## config.mk

```make
export PLATFORM = sky130hd
export DESIGN_NAME = count_sched_flat
export DESIGN_NICKNAME = d
export VERILOG_FILES = /design/src/rtl/count_sched_pkg.sv /design/src/rtl/count_sched_if.sv /design/src/rtl/count_core.sv /design/src/rtl/count_sched.sv /design/src/flat_wrapper.sv
export SDC_FILE = /design/constraint.sdc
export NUM_CORES = 1
export LEC_CHECK = 0
export CAP_MARGIN = 20
export CORE_AREA = 5 5 79 59
export CTS_CLUSTER_DIAMETER = 100
export DETAILED_ROUTE_END_ITERATION = 8
export DIE_AREA = 0 0 84 64
export PLACE_DENSITY = 0.76
export SYNTH_ARGS = -nofsm -noshare
export SYNTH_HDL_FRONTEND = slang
export SYNTH_SLANG_ARGS = --single-unit
```

## constraint.sdc

```tcl
create_clock -name clk -period 2.5 [get_ports clk]
set_clock_uncertainty 0.1 [all_clocks]
set_input_delay 0.75 -clock clk [delete_from_list [all_inputs] [get_ports clk]]
set_output_delay 0.75 -clock clk [all_outputs]
set_load 0.05 [all_outputs]
```

## src/rtl/count_sched_pkg.sv

```systemverilog
// Shared types and constants for the two-requester count scheduler.
// Saturation limits here are for the default width; the core derives its own from W.
package count_sched_pkg;

   localparam int W_DEF     = 8;
   localparam int LEN_W_DEF = 4;

   localparam int SAT_MAX = (2 ** (W_DEF - 1)) - 1;
   localparam int SAT_MIN = -(2 ** (W_DEF - 1));

   typedef enum logic [1:0] {
      ST_IDLE = 2'd0,
      ST_RUN  = 2'd1,
      ST_DONE = 2'd2
   } state_t;

endpackage

```

## src/rtl/count_sched_if.sv

```systemverilog
// Requester-facing bundle of the count scheduler: job requests in, grants/status out.
interface count_sched_if
   import count_sched_pkg::*;
#(
   parameter int W     = W_DEF,
   parameter int LEN_W = LEN_W_DEF
);
   logic                    req0;
   logic                    req1;
   logic signed [W-1:0]     step0;
   logic signed [W-1:0]     step1;
   logic        [LEN_W-1:0] len0;
   logic        [LEN_W-1:0] len1;
   logic                    gnt0;
   logic                    gnt1;
   logic signed [W-1:0]     count;
   logic                    busy;
   logic                    owner;
   logic                    done0;
   logic                    done1;
   logic                    sat;

   modport master (
      output req0, req1, step0, step1, len0, len1,
      input  gnt0, gnt1, count, busy, owner, done0, done1, sat
   );

   modport slave (
      input  req0, req1, step0, step1, len0, len1,
      output gnt0, gnt1, count, busy, owner, done0, done1, sat
   );
endinterface

```

## src/rtl/count_core.sv

```systemverilog
// Signed saturating accumulator: clr zeroes it, en adds step with clamping.
// sat_hit flags that the addition enabled this cycle was clamped.
module count_core
   import count_sched_pkg::*;
#(
   parameter int W = W_DEF
) (
   input  logic                clk,
   input  logic                rst_n,
   input  logic                clr,
   input  logic                en,
   input  logic signed [W-1:0] step,
   output logic signed [W-1:0] count,
   output logic                sat_hit
);
   localparam logic signed [W:0] MAX_V = {2'b00, {(W-1){1'b1}}};
   localparam logic signed [W:0] MIN_V = {2'b11, {(W-1){1'b0}}};

   logic signed [W-1:0] count_r;
   logic signed [W:0]   sum_s;
   logic signed [W-1:0] next_s;
   logic                clamp_s;

   // One-bit-wider sum, then clamp into the W-bit signed range
   always_comb begin
      sum_s   = {count_r[W-1], count_r} + {step[W-1], step};
      next_s  = sum_s[W-1:0];
      clamp_s = 1'b0;
      if (sum_s > MAX_V) begin
         next_s  = MAX_V[W-1:0];
         clamp_s = 1'b1;
      end else if (sum_s < MIN_V) begin
         next_s  = MIN_V[W-1:0];
         clamp_s = 1'b1;
      end else begin
         next_s  = sum_s[W-1:0];
         clamp_s = 1'b0;
      end
   end

   // Accumulator register
   always_ff @(posedge clk or negedge rst_n) begin
      if (!rst_n) begin
         count_r <= '0;
      end else if (clr) begin
         count_r <= '0;
      end else if (en) begin
         count_r <= next_s;
      end else begin
         count_r <= count_r;
      end
   end

   assign count   = count_r;
   assign sat_hit = en & clamp_s;

endmodule

```

## src/rtl/count_sched.sv

```systemverilog
// Round-robin scheduler time-sharing one saturating counter between two requesters.
// A job clears the counter, runs LEN additions, then pulses DONE to its owner.
module count_sched
   import count_sched_pkg::*;
#(
   parameter int W     = W_DEF,
   parameter int LEN_W = LEN_W_DEF
) (
   input logic          clk,
   input logic          rst_n,
   count_sched_if.slave bus
);
   localparam logic [LEN_W-1:0] ONE_LEN = {{(LEN_W-1){1'b0}}, 1'b1};

   state_t              state_r;
   logic                prio_r;
   logic                owner_r;
   logic                gnt0_r;
   logic                gnt1_r;
   logic                done0_r;
   logic                done1_r;
   logic                busy_r;
   logic                sat_r;
   logic signed [W-1:0] step_r;
   logic [LEN_W-1:0]    rem_r;

   logic                req_any_s;
   logic                pick_s;
   logic                clr_s;
   logic                en_s;
   logic                sat_hit_s;
   logic signed [W-1:0] count_s;

   // Arbitration: a lone request wins; on a tie prio_r names the winner
   always_comb begin
      req_any_s = bus.req0 | bus.req1;
      if (bus.req0 && bus.req1) begin
         pick_s = prio_r;
      end else begin
         pick_s = bus.req1;
      end
   end

   // Core control decoded from registered state
   always_comb begin
      clr_s = (state_r == ST_IDLE) && req_any_s;
      en_s  = (state_r == ST_RUN) && (rem_r != '0);
   end

   count_core #(.W(W)) u_core (
      .clk     (clk),
      .rst_n   (rst_n),
      .clr     (clr_s),
      .en      (en_s),
      .step    (step_r),
      .count   (count_s),
      .sat_hit (sat_hit_s)
   );

   // Scheduler FSM with registered grant/done/status outputs
   always_ff @(posedge clk or negedge rst_n) begin
      if (!rst_n) begin
         state_r <= ST_IDLE;
         prio_r  <= 1'b0;
         owner_r <= 1'b0;
         gnt0_r  <= 1'b0;
         gnt1_r  <= 1'b0;
         done0_r <= 1'b0;
         done1_r <= 1'b0;
         busy_r  <= 1'b0;
         sat_r   <= 1'b0;
         step_r  <= '0;
         rem_r   <= '0;
      end else begin
         case (state_r)
            ST_IDLE: begin
               done0_r <= 1'b0;
               done1_r <= 1'b0;
               if (req_any_s) begin
                  owner_r <= pick_s;
                  step_r  <= pick_s ? bus.step1 : bus.step0;
                  rem_r   <= pick_s ? bus.len1 : bus.len0;
                  gnt0_r  <= ~pick_s;
                  gnt1_r  <= pick_s;
                  busy_r  <= 1'b1;
                  sat_r   <= 1'b0;
                  state_r <= ST_RUN;
               end else begin
                  gnt0_r  <= 1'b0;
                  gnt1_r  <= 1'b0;
               end
            end
            ST_RUN: begin
               gnt0_r <= 1'b0;
               gnt1_r <= 1'b0;
               if (sat_hit_s) begin
                  sat_r <= 1'b1;
               end
               // rem reaching zero still spends one RUN cycle before DONE
               if (rem_r != '0) begin
                  rem_r <= rem_r - ONE_LEN;
               end else begin
                  done0_r <= ~owner_r;
                  done1_r <= owner_r;
                  state_r <= ST_DONE;
               end
            end
            ST_DONE: begin
               done0_r <= 1'b0;
               done1_r <= 1'b0;
               busy_r  <= 1'b0;
               prio_r  <= ~owner_r;
               state_r <= ST_IDLE;
            end
            default: begin
               gnt0_r  <= 1'b0;
               gnt1_r  <= 1'b0;
               done0_r <= 1'b0;
               done1_r <= 1'b0;
               busy_r  <= 1'b0;
               state_r <= ST_IDLE;
            end
         endcase
      end
   end

   assign bus.gnt0  = gnt0_r;
   assign bus.gnt1  = gnt1_r;
   assign bus.done0 = done0_r;
   assign bus.done1 = done1_r;
   assign bus.busy  = busy_r;
   assign bus.owner = owner_r;
   assign bus.sat   = sat_r;
   assign bus.count = count_s;

endmodule

```

## src/flat_wrapper.sv

```systemverilog
// flat-port wrapper written by rule: the top's interface ports become plain ports
module count_sched_flat import count_sched_pkg::*;
#(
   parameter int W     = W_DEF,
   parameter int LEN_W = LEN_W_DEF
)
  (clk, rst_n, bus_req0, bus_req1, bus_step0, bus_step1, bus_len0, bus_len1, bus_gnt0, bus_gnt1, bus_count, bus_busy, bus_owner, bus_done0, bus_done1, bus_sat);
  count_sched_if #(.W(W), .LEN_W(LEN_W)) bus_i ();
  input logic clk;
  input logic rst_n;
  input wire logic [$bits(bus_i.req0)-1:0] bus_req0;
  input wire logic [$bits(bus_i.req1)-1:0] bus_req1;
  input wire logic [$bits(bus_i.step0)-1:0] bus_step0;
  input wire logic [$bits(bus_i.step1)-1:0] bus_step1;
  input wire logic [$bits(bus_i.len0)-1:0] bus_len0;
  input wire logic [$bits(bus_i.len1)-1:0] bus_len1;
  output wire logic [$bits(bus_i.gnt0)-1:0] bus_gnt0;
  output wire logic [$bits(bus_i.gnt1)-1:0] bus_gnt1;
  output wire logic [$bits(bus_i.count)-1:0] bus_count;
  output wire logic [$bits(bus_i.busy)-1:0] bus_busy;
  output wire logic [$bits(bus_i.owner)-1:0] bus_owner;
  output wire logic [$bits(bus_i.done0)-1:0] bus_done0;
  output wire logic [$bits(bus_i.done1)-1:0] bus_done1;
  output wire logic [$bits(bus_i.sat)-1:0] bus_sat;
  assign bus_i.req0 = bus_req0;
  assign bus_i.req1 = bus_req1;
  assign bus_i.step0 = bus_step0;
  assign bus_i.step1 = bus_step1;
  assign bus_i.len0 = bus_len0;
  assign bus_i.len1 = bus_len1;
  assign bus_gnt0 = bus_i.gnt0;
  assign bus_gnt1 = bus_i.gnt1;
  assign bus_count = bus_i.count;
  assign bus_busy = bus_i.busy;
  assign bus_owner = bus_i.owner;
  assign bus_done0 = bus_i.done0;
  assign bus_done1 = bus_i.done1;
  assign bus_sat = bus_i.sat;
  count_sched #(.W(W), .LEN_W(LEN_W)) u_core (.clk(clk), .rst_n(rst_n), .bus(bus_i));
endmodule
```

==> run summary, run 1 <==
drt drc -> 0
CTS buffer count -> 5
Placeable Area -> 3804 um2
nets -> 276
Layout area overhead -> 33.29%
largest net degree at the start of global routing -> 33
Overflow after GRT -> 0
setup_tns -> 0 ps
Post-DP Area -> 2332 um2
Hold Crit Class -> reg2reg
Warnings, synthesis -> 0
row count -> 19
post-CTS setup buffers -> 0
Primary FF master, synth -> dfrtp_1
Max FO, Critical Path -> 7
Placer Congestion -> 0.8219
die area -> 5376 um2
Die H -> 64 um
Starting Density -> 0.4842
post-route cell area -> 2455 um2
post-route ant nets -> 0
Tmin final -> 2398 ps
# diodes -> 0
status -> completed
Critical Path End Type -> register
startpoint types -> register
critical path required time -> 2540 ps
vias per cell -> 5.557
global-route wire length before repair -> 7596 um
Tcrit/Tclk final -> 0.9591
post-DP HPWL -> 3152 um
clock tree buffer depth -> 2
max_cap viols -> 0
Mapped Area -> 1842 um2
Avg WL per Cell -> 15.44 um
Setup-failing EPs final -> 0
Skew-Pair Late Insertion Delay -> 280 ps
Worst Tran Pin Value -> 516.2 ps
Seq cells post-synth -> 30
synthesized instance count -> 191
Async SR Flop Fraction -> 1.000
max frequency -> 417.0 MHz
crit path kind -> reg2reg
number of global-route vias before repair -> 1545
Synth area leaders -> dfrtp_1 (41%), ha_1 (6.1%), mux2i_1 (5.4%), a21oi_1 (3.8%), nand2_1 (3.7%)
CTS tree -> built
Pins Over Slew Limit -> 0
Synth area leader -> dfrtp_1
Non-Filler Instances -> 291
relative slew slack -> 0.6548
Hold Slack -> 394.2 ps
synthesized area per cell -> 9.643 um2
Initial DRC Count -> 118
Placed Cells -> 282
initial antenna violation count -> 0
CTS sink count -> 30
DIE WIDTH -> 84 um
most frequent cell after synthesis -> dfrtp_1
I/O pin total -> 43
vias after detailed routing -> 1617
H-Tree Depth -> 2
post-synthesis sequential area ratio -> 0.4076
Root Buffer -> clkbuf_8
all-layer global routing usage -> 0.1737
Clock transition at path regs -> 70 ps
IO Port Bufs -> 42
share of layout cells above drive strength 1 -> 0.1255
final hold vios -> 0
WP data arrival -> 2440 ps
Yosys cell types -> 46
EDFF count, synth -> 0
share of Yosys cell area claimed by the top area cell type -> 0.4076
top cells by count, synth -> dfrtp_1 (30), nand2_1 (18), a21oi_1 (14), nor2_1 (13), o21ai_0 (12)
Post-Route WL -> 4494 um
syn nets -> 229
drt pass-1 iters -> 4
## through the flow
| step | utilization | worst slack [ps] |
|---|---|---|
| after floorplan | - | 59.63 |
| after global placement | 0.6132 | 102.5 |
| after detailed placement | 0.6132 | 33.12 |
| after CTS | 0.6372 | 70.26 |
| after global routing | 0.6454 | -4.223 |
| final | 0.6454 | 102.1 |
## logic make-up after synthesis
logic type	after synthesis	share of synthesized area
buf+inv	15	0.04212
fa+ha+maj	10	0.07201
compound gates	67	0.2473
flops	30	0.4076
mux	14	0.07880
simple gates	51	0.1332
xor+xnor	4	0.01903
## what timing repair did
item | 4_1_cts | 5_1_grt
gates resized for setup | 0 | 3
setup endpoints to repair | 0 | 7
hold buffers | 0 | 0
## cell type report
class,count,area (um2)
fill,332,1349
multi-input combinational,147,1049
sequential,30,752.0
timing repair buffer,48,475.5
clock buffer,7,86.33
tap,52,65.06
inverter,6,22.52
clock inverter,1,5.005
## flip-flops by register name, indices dropped and copies added, names as in the netlist, 2 cells and up
signal               flops
u_core.rem_r             4
u_core.state_r           2
u_core.step_r            8
u_core.u_core.count      8
## worst max-delay path, cell delays in order, from the launching register on
cell and delay (ps):
dfrtp_2 420, ha_1 240, fa_2 390, a211o_4 390
a21oi_4 180, a31oi_2 230, a21oi_1 220, a22oi_1 90
## per-layer routing
metal,part of all wire,GRT usage,up-vias
met5,0,0,-
met4,0.0085,0.04217,0
met3,0.071,0.05263,5
met2,0.43,0.2530,53
met1,0.49,0.2524,754
li1,-,-,805
## final timing paths
| path | startpoint | end | slack, ps | cells after the start |
|---|---|---|---|---|
| max | u_core.u_core.count[0] | u_core.u_core.count[5] | 100 | 7 |
| min | u_core.prio_r | u_core.prio_r | 390 | 2 |
| max reg2reg | u_core.u_core.count[0] | u_core.u_core.count[5] | 100 | 7 |
| min reg2reg | u_core.prio_r | u_core.prio_r | 390 | 2 |
| max in group asynchronous | rst_n | u_core.u_core.count[0] | 1230 | 2 |
| min in group asynchronous | rst_n | u_core.bus.sat | 760 | 2 |
## cells in the final DEF (no fill, tap or decap), types with 3 or more instances in the layout
master	synthesis	routed
o21ai_1	4	3
nand3_1	6	6
buf_4	1	6
clkdlybuf4s50_1	0	41
clkbuf_8	0	6
mux2_2	4	4
dfrtp_1	30	29
ha_1	9	9
a21oi_1	14	14
o211ai_1	4	4
nor2b_1	4	4
a22oi_1	6	6
nand2_1	18	18
mux2i_1	10	10
o31ai_1	6	6
inv_1	6	6
o21ai_0	12	12
a31oi_1	3	3
nand2b_1	3	3
nor2_1	13	13
Power of run 1 is left out: the tool's default activity adds up to more than one toggle a clock period on the data nets, which glitch-free logic cannot reach.
==> inputs of run 2 (changes only) <==
REMOVE_ABC_BUFFERS = 1   (was unset)
SKIP_LAST_GASP = 1   (was unset)
SLEW_MARGIN = 40   (was unset)
==> run 2 against run 1 <==
Net effect: final cell count increased by 0.34%; fmax about the same; sequential share of layout area decreased by 0.24 points; via count is 0.43% lower; setup slack worse by 1.3 ps; die area is the same; non-clock buffer count up 1; critical path depth is 6 lower; first-iteration DRC count down 32%; largest cell class unchanged; core utilization rose by 0.39 points.
==> run summary, run 2 (same netlist as run 1, synthesis figures left out) <==
status -> completed
Setup-failing EPs final -> 0 (unchanged)
most common cell after layout, fill and taps aside -> clkdlybuf4s50_1
worst-case reg-to-reg path depth -> 7 (unchanged)
final hold vios -> 0 (unchanged)
Overflow after GRT -> 0 (unchanged)
all-layer global routing usage -> 0.1704 (-0.003240)
multi-input combinational cell area -> 1037 um2 (-1.1%)
Post-Route WL -> 4411 um (-1.8%)
post-route ant nets -> 0 (unchanged)
register area -> 750.7 um2 (-0.17%)
relative slew slack -> 0.6616 (+0.006837)
Critical Path Stages -> 1 (-6)
drt drc -> 0 (unchanged)
post-DP HPWL -> 3039 um (-3.6%)
Tmin final -> 2399 ps (+1.347 ps)
Hold Slack -> 387.5 ps (-6.752 ps)
max frequency -> 416.8 MHz (about the same)
largest net degree at the start of global routing -> 33 (unchanged)
nets -> 277 (+0.36%)
setup_tns -> 0 ps (unchanged)
Initial DRC Count -> 80 (-32%)
RSZ-0062 raised after global routing -> yes
drt pass-1 iters -> 4 (unchanged)
CTS tree -> built
CP Cell Sequence -> clkdlybuf4s50_1
share of layout cells above drive strength 1 -> 0.1167 (-0.008856)
critical path required time -> 1650 ps (-890 ps)
die area -> 5376 um2 (unchanged)
slowest cell delay on critical path -> 840 ps (+420 ps)
crit-path leading delay family -> buffers and inverters
Worst Tran Pin Value -> 506.0 ps (-10.22 ps)
Clock transition at path regs -> 70 ps (about the same)
H-Tree Depth -> 2 (unchanged)
Critical Path End Type -> output pin
Placer Congestion -> 0.8356 (+1.7%)
row count -> 19 (unchanged)
CTS sink count -> 30 (unchanged)
max_cap viols -> 0 (unchanged)
Starting Density -> 0.4842 (unchanged)
IO Port Bufs -> 42 (unchanged)
vias per cell -> 5.514 (-0.77%)
Pins Over Slew Limit -> 0 (unchanged)
Root Buffer -> clkbuf_8
Skew-Pair Late Insertion Delay -> 280 ps (about the same)
Tcrit/Tclk final -> 0.9597 (about the same)
post-route cell area -> 2470 um2 (+0.61%)
slowest stage cell, crit path -> clkdlybuf4s50_1
WP data arrival -> 1550 ps (-890 ps)
hold buffers post-CTS -> 0 (unchanged)
DIE WIDTH -> 84 um (unchanged)
crit path kind -> reg2out
CTS buffer count -> 5 (unchanged)
Post-DP Area -> 2341 um2 (+0.38%)
Placeable Area -> 3804 um2 (unchanged)
number of global-route vias before repair -> 1546 (+0.065%)
cell depth of the worst hold path -> 2 (unchanged)
worst reg-to-reg setup slack -> 110 ps (about the same)
initial antenna violation count -> 0 (unchanged)
post-CTS setup buffers -> 0 (unchanged)
clock tree buffer depth -> 2 (unchanged)
startpoint types -> register
Max FO, Critical Path -> 4 (-3)
# diodes -> 0 (unchanged)
commonest non-fill, non-tap cells in the layout -> clkdlybuf4s50_1 (42), dfrtp_1 (30), nand2_1 (18), a21oi_1 (14), nor2_1 (13)
Hold Crit Class -> reg2reg
Die H -> 64 um (unchanged)
global-route wire length before repair -> 7424 um (-2.3%)
post-CTS sizing -> 0 (unchanged)
I/O pin total -> 43 (unchanged)
Layout area overhead -> 34.10%
vias after detailed routing -> 1610 (-0.43%)
Bufs and invs on worst path -> 1 (+1)
Avg WL per Cell -> 15.11 um (-2.2%)
FILL cells -> 333 (+0.30%)
run 2: cell count changes in the layout (fill, tap and decap cells not counted), sizes merged:
| cell | before | now |
|---|---|---|
| clkbuf | 7 | 5 |
| bufinv | 0 | 1 |
| clkdlybuf4s50 | 41 | 42 |
| clkinv | 1 | 2 |
run 2: metal layers:
metal  GRT usage  wire length [um]  up-vias
li1            -                 -      802
met1      0.2351              2184      760
met2      0.2579              1933       46
met3     0.05520               274        2
met4     0.04819                19        0
met5           0                 0        -
run 2: path summary, 6_finish.rpt:
kind	end	startpoint
max	bus_count[1]	u_core.u_core.count[1]
max reg2reg	u_core.u_core.count[6]	u_core.u_core.count[0]
min	u_core.prio_r	u_core.prio_r
max in group asynchronous	u_core.u_core.count[3]	rst_n
min in group asynchronous	u_core.step_r[6]	rst_n
min reg2reg	u_core.prio_r	u_core.prio_r
run 2: stage by stage:
stage / utilization / worst slack (ps) / std cells
after global routing: 0.6493 / -14.49 / 292
after global placement: 0.6155 / 77.92 / 283
after floorplan: - / -39.35 / 182
after detailed placement: 0.6155 / 10.23 / 283
final: 0.6493 / 100.8 / 292
after CTS: 0.6441 / 57.01 / 291
run 2: final cells by class:
class,count,share of cell area
Tap cell,52,0.02634
Inverter,6,0.009119
Clock buffer,5,0.02786
Sequential cell,30,0.3040
Clock inverter,3,0.01621
Multi-Input combinational cell,147,0.4200
Timing Repair Buffer,49,0.1966
Power of run 2 is left out for the same reason.
==> inputs of run 3 (changes only) <==
CORE_AREA = 5 5 88 65   (was 5 5 79 59)
DIE_AREA = 0 0 93 70   (was 0 0 84 64)
PLACE_DENSITY = 0.63   (was 0.76)
==> run 3 against run 2 <==
Net effect: count of clock-buffer cells in the layout is 1 higher; first-iteration DRC count down 10%; final area grew 0.15%; routed wire length fell by 3.5%; flip-flop and latch count unchanged; via count is 2.8% lower; setup slack improved by 14 ps; register-to-register slack is essentially flat; die area rose by 21%; core utilization decreased by 13 points; global-route usage decreased by 2.9 points; fmax grew 0.57%; largest cell class unchanged.
==> run summary, run 3 (same netlist as run 1, synthesis figures left out) <==
Skew-Pair Late Insertion Delay -> 280 ps (about the same)
vias per cell -> 5.269 (-4.4%)
Hold Crit Class -> reg2reg
all-layer global routing usage -> 0.1410 (-0.02943)
CP Cell Sequence -> clkdlybuf4s50_1
Clock transition at path regs -> 60 ps (about the same)
share of layout cells above drive strength 1 -> 0.1250 (+0.008333)
post-route ant nets -> 0 (unchanged)
Worst Tran Pin Value -> 515.2 ps (+9.189 ps)
Layout area overhead -> 34.31%
worst reg-to-reg setup slack -> 120 ps (about the same)
max layer used -> met4
Die H -> 70 um (+9.4%)
met2 WL -> 1618 um (-16%)
die area -> 6510 um2 (+21%)
Bufs and invs on worst path -> 1 (unchanged)
CTS buffer count -> 5 (unchanged)
clock tree buffer depth -> 2 (unchanged)
Pins Over Slew Limit -> 0 (unchanged)
CTS tree -> built
met3 wire len -> 330 um (+20%)
Initial DRC Count -> 72 (-10%)
Placer Congestion -> 0.8165 (-2.3%)
Overflow after GRT -> 0 (unchanged)
Starting Density -> 0.3894 (-0.09479)
Root Buffer -> clkbuf_8
post-DP HPWL -> 3047 um (+0.28%)
post-route cell area -> 2474 um2 (+0.15%)
IO Port Bufs -> 42 (unchanged)
commonest non-fill, non-tap cells in the layout -> clkdlybuf4s50_1 (41), dfrtp_1 (30), nand2_1 (18), a21oi_1 (14), nor2_1 (13)
largest net degree at the start of global routing -> 33 (unchanged)
FILL cells -> 453 (+36%)
I/O pin total -> 43 (unchanged)
global-route wire length before repair -> 7348 um (-1.0%)
nets -> 279 (+0.72%)
Tmin final -> 2386 ps (-13.60 ps)
Max FO, Critical Path -> 5 (+1)
DIE WIDTH -> 93 um (+11%)
most common cell after layout, fill and taps aside -> clkdlybuf4s50_1
Post-Route WL -> 4255 um (-3.5%)
status -> completed
CTS sink count -> 30 (unchanged)
Hold Slack -> 385.7 ps (-1.792 ps)
row count -> 21 (+2)
critical path required time -> 1650 ps (about the same)
Setup-failing EPs final -> 0 (unchanged)
slowest cell delay on critical path -> 830 ps (about the same)
crit path kind -> reg2out
Tcrit/Tclk final -> 0.9542 (-0.005439)
slowest stage cell, crit path -> clkdlybuf4s50_1
Avg WL per Cell -> 14.33 um (-5.2%)
startpoint types -> register
number of global-route vias before repair -> 1483 (-4.1%)
final hold vios -> 0 (unchanged)
vias after detailed routing -> 1565 (-2.8%)
initial antenna violation count -> 0 (unchanged)
H-Tree Depth -> 2 (unchanged)
Post-DP Area -> 2360 um2 (+0.80%)
drt drc -> 0 (unchanged)
hold buffers post-CTS -> 0 (unchanged)
crit-path leading delay family -> buffers and inverters
max_cap viols -> 0 (unchanged)
Placeable Area -> 4730 um2 (+24%)
RSZ-0062 raised after global routing -> no
drt pass-1 iters -> 4 (unchanged)
wl on met1 -> 2248 um (+2.9%)
max frequency -> 419.2 MHz (+0.57%)
# diodes -> 0 (unchanged)
relative slew slack -> 0.6554 (-0.006145)
WP data arrival -> 1540 ps (about the same)
Critical Path End Type -> output pin
==> run 3: cell types whose count changed in the layout (fill, tap and decap cells not counted), sizes merged <==
cell           change
buf                +3
clkinv             -2
bufinv             -1
clkbuf             +1
clkdlybuf4s50      -1
==> run 3: worst paths after layout <==
check                                        from                endpoint  depth (start not counted)
setup / recovery                 u_core.bus.owner               bus_owner                          1
hold / removal                     u_core.bus.sat          u_core.bus.sat                          2
setup reg to reg           u_core.u_core.count[0]  u_core.u_core.count[6]                          7
hold reg to reg                    u_core.bus.sat          u_core.bus.sat                          2
max in group asynchronous                   rst_n       u_core.state_r[0]                          2
min in group asynchronous                   rst_n        u_core.step_r[7]                          2
==> run 3: repair_timing <==
item,CTS,global route
gates resized for setup,0,3
setup endpoints to repair,0,2
setup buffers,0,0
endpoints found under the hold margin,0,0
==> run 3: layout make-up <==
cell class	instances	area (um2)	share of cell area
inverters	6	22.52	0.009105
clock buffers	6	82.58	0.03338
flip-flops and latches	30	750.7	0.3035
well taps	57	71.32	0.02883
repair buffers	51	498.0	0.2013
multi-input cells	147	1049	0.4239
==> run 3: routing by layer <==
metal | GRT usage | up-vias
met5 | 0 | -
met4 | 0.04878 | 0
met3 | 0.04292 | 9
met2 | 0.1868 | 48
met1 | 0.2128 | 700
li1 | - | 808
==> run 3: stage by stage <==
step	setup slack (ps)	utilization	std cells	setup TNS [ps]
CTS	85.48	0.5164	296	0
finish	114.4	0.5230	297	0
detailed placement	65.96	0.4989	290	0
global route	13.79	0.5230	297	0
floorplan	-39.35	-	182	-61.64
global placement	89.74	0.4989	290	0
Power of run 3 is left out for the same reason.
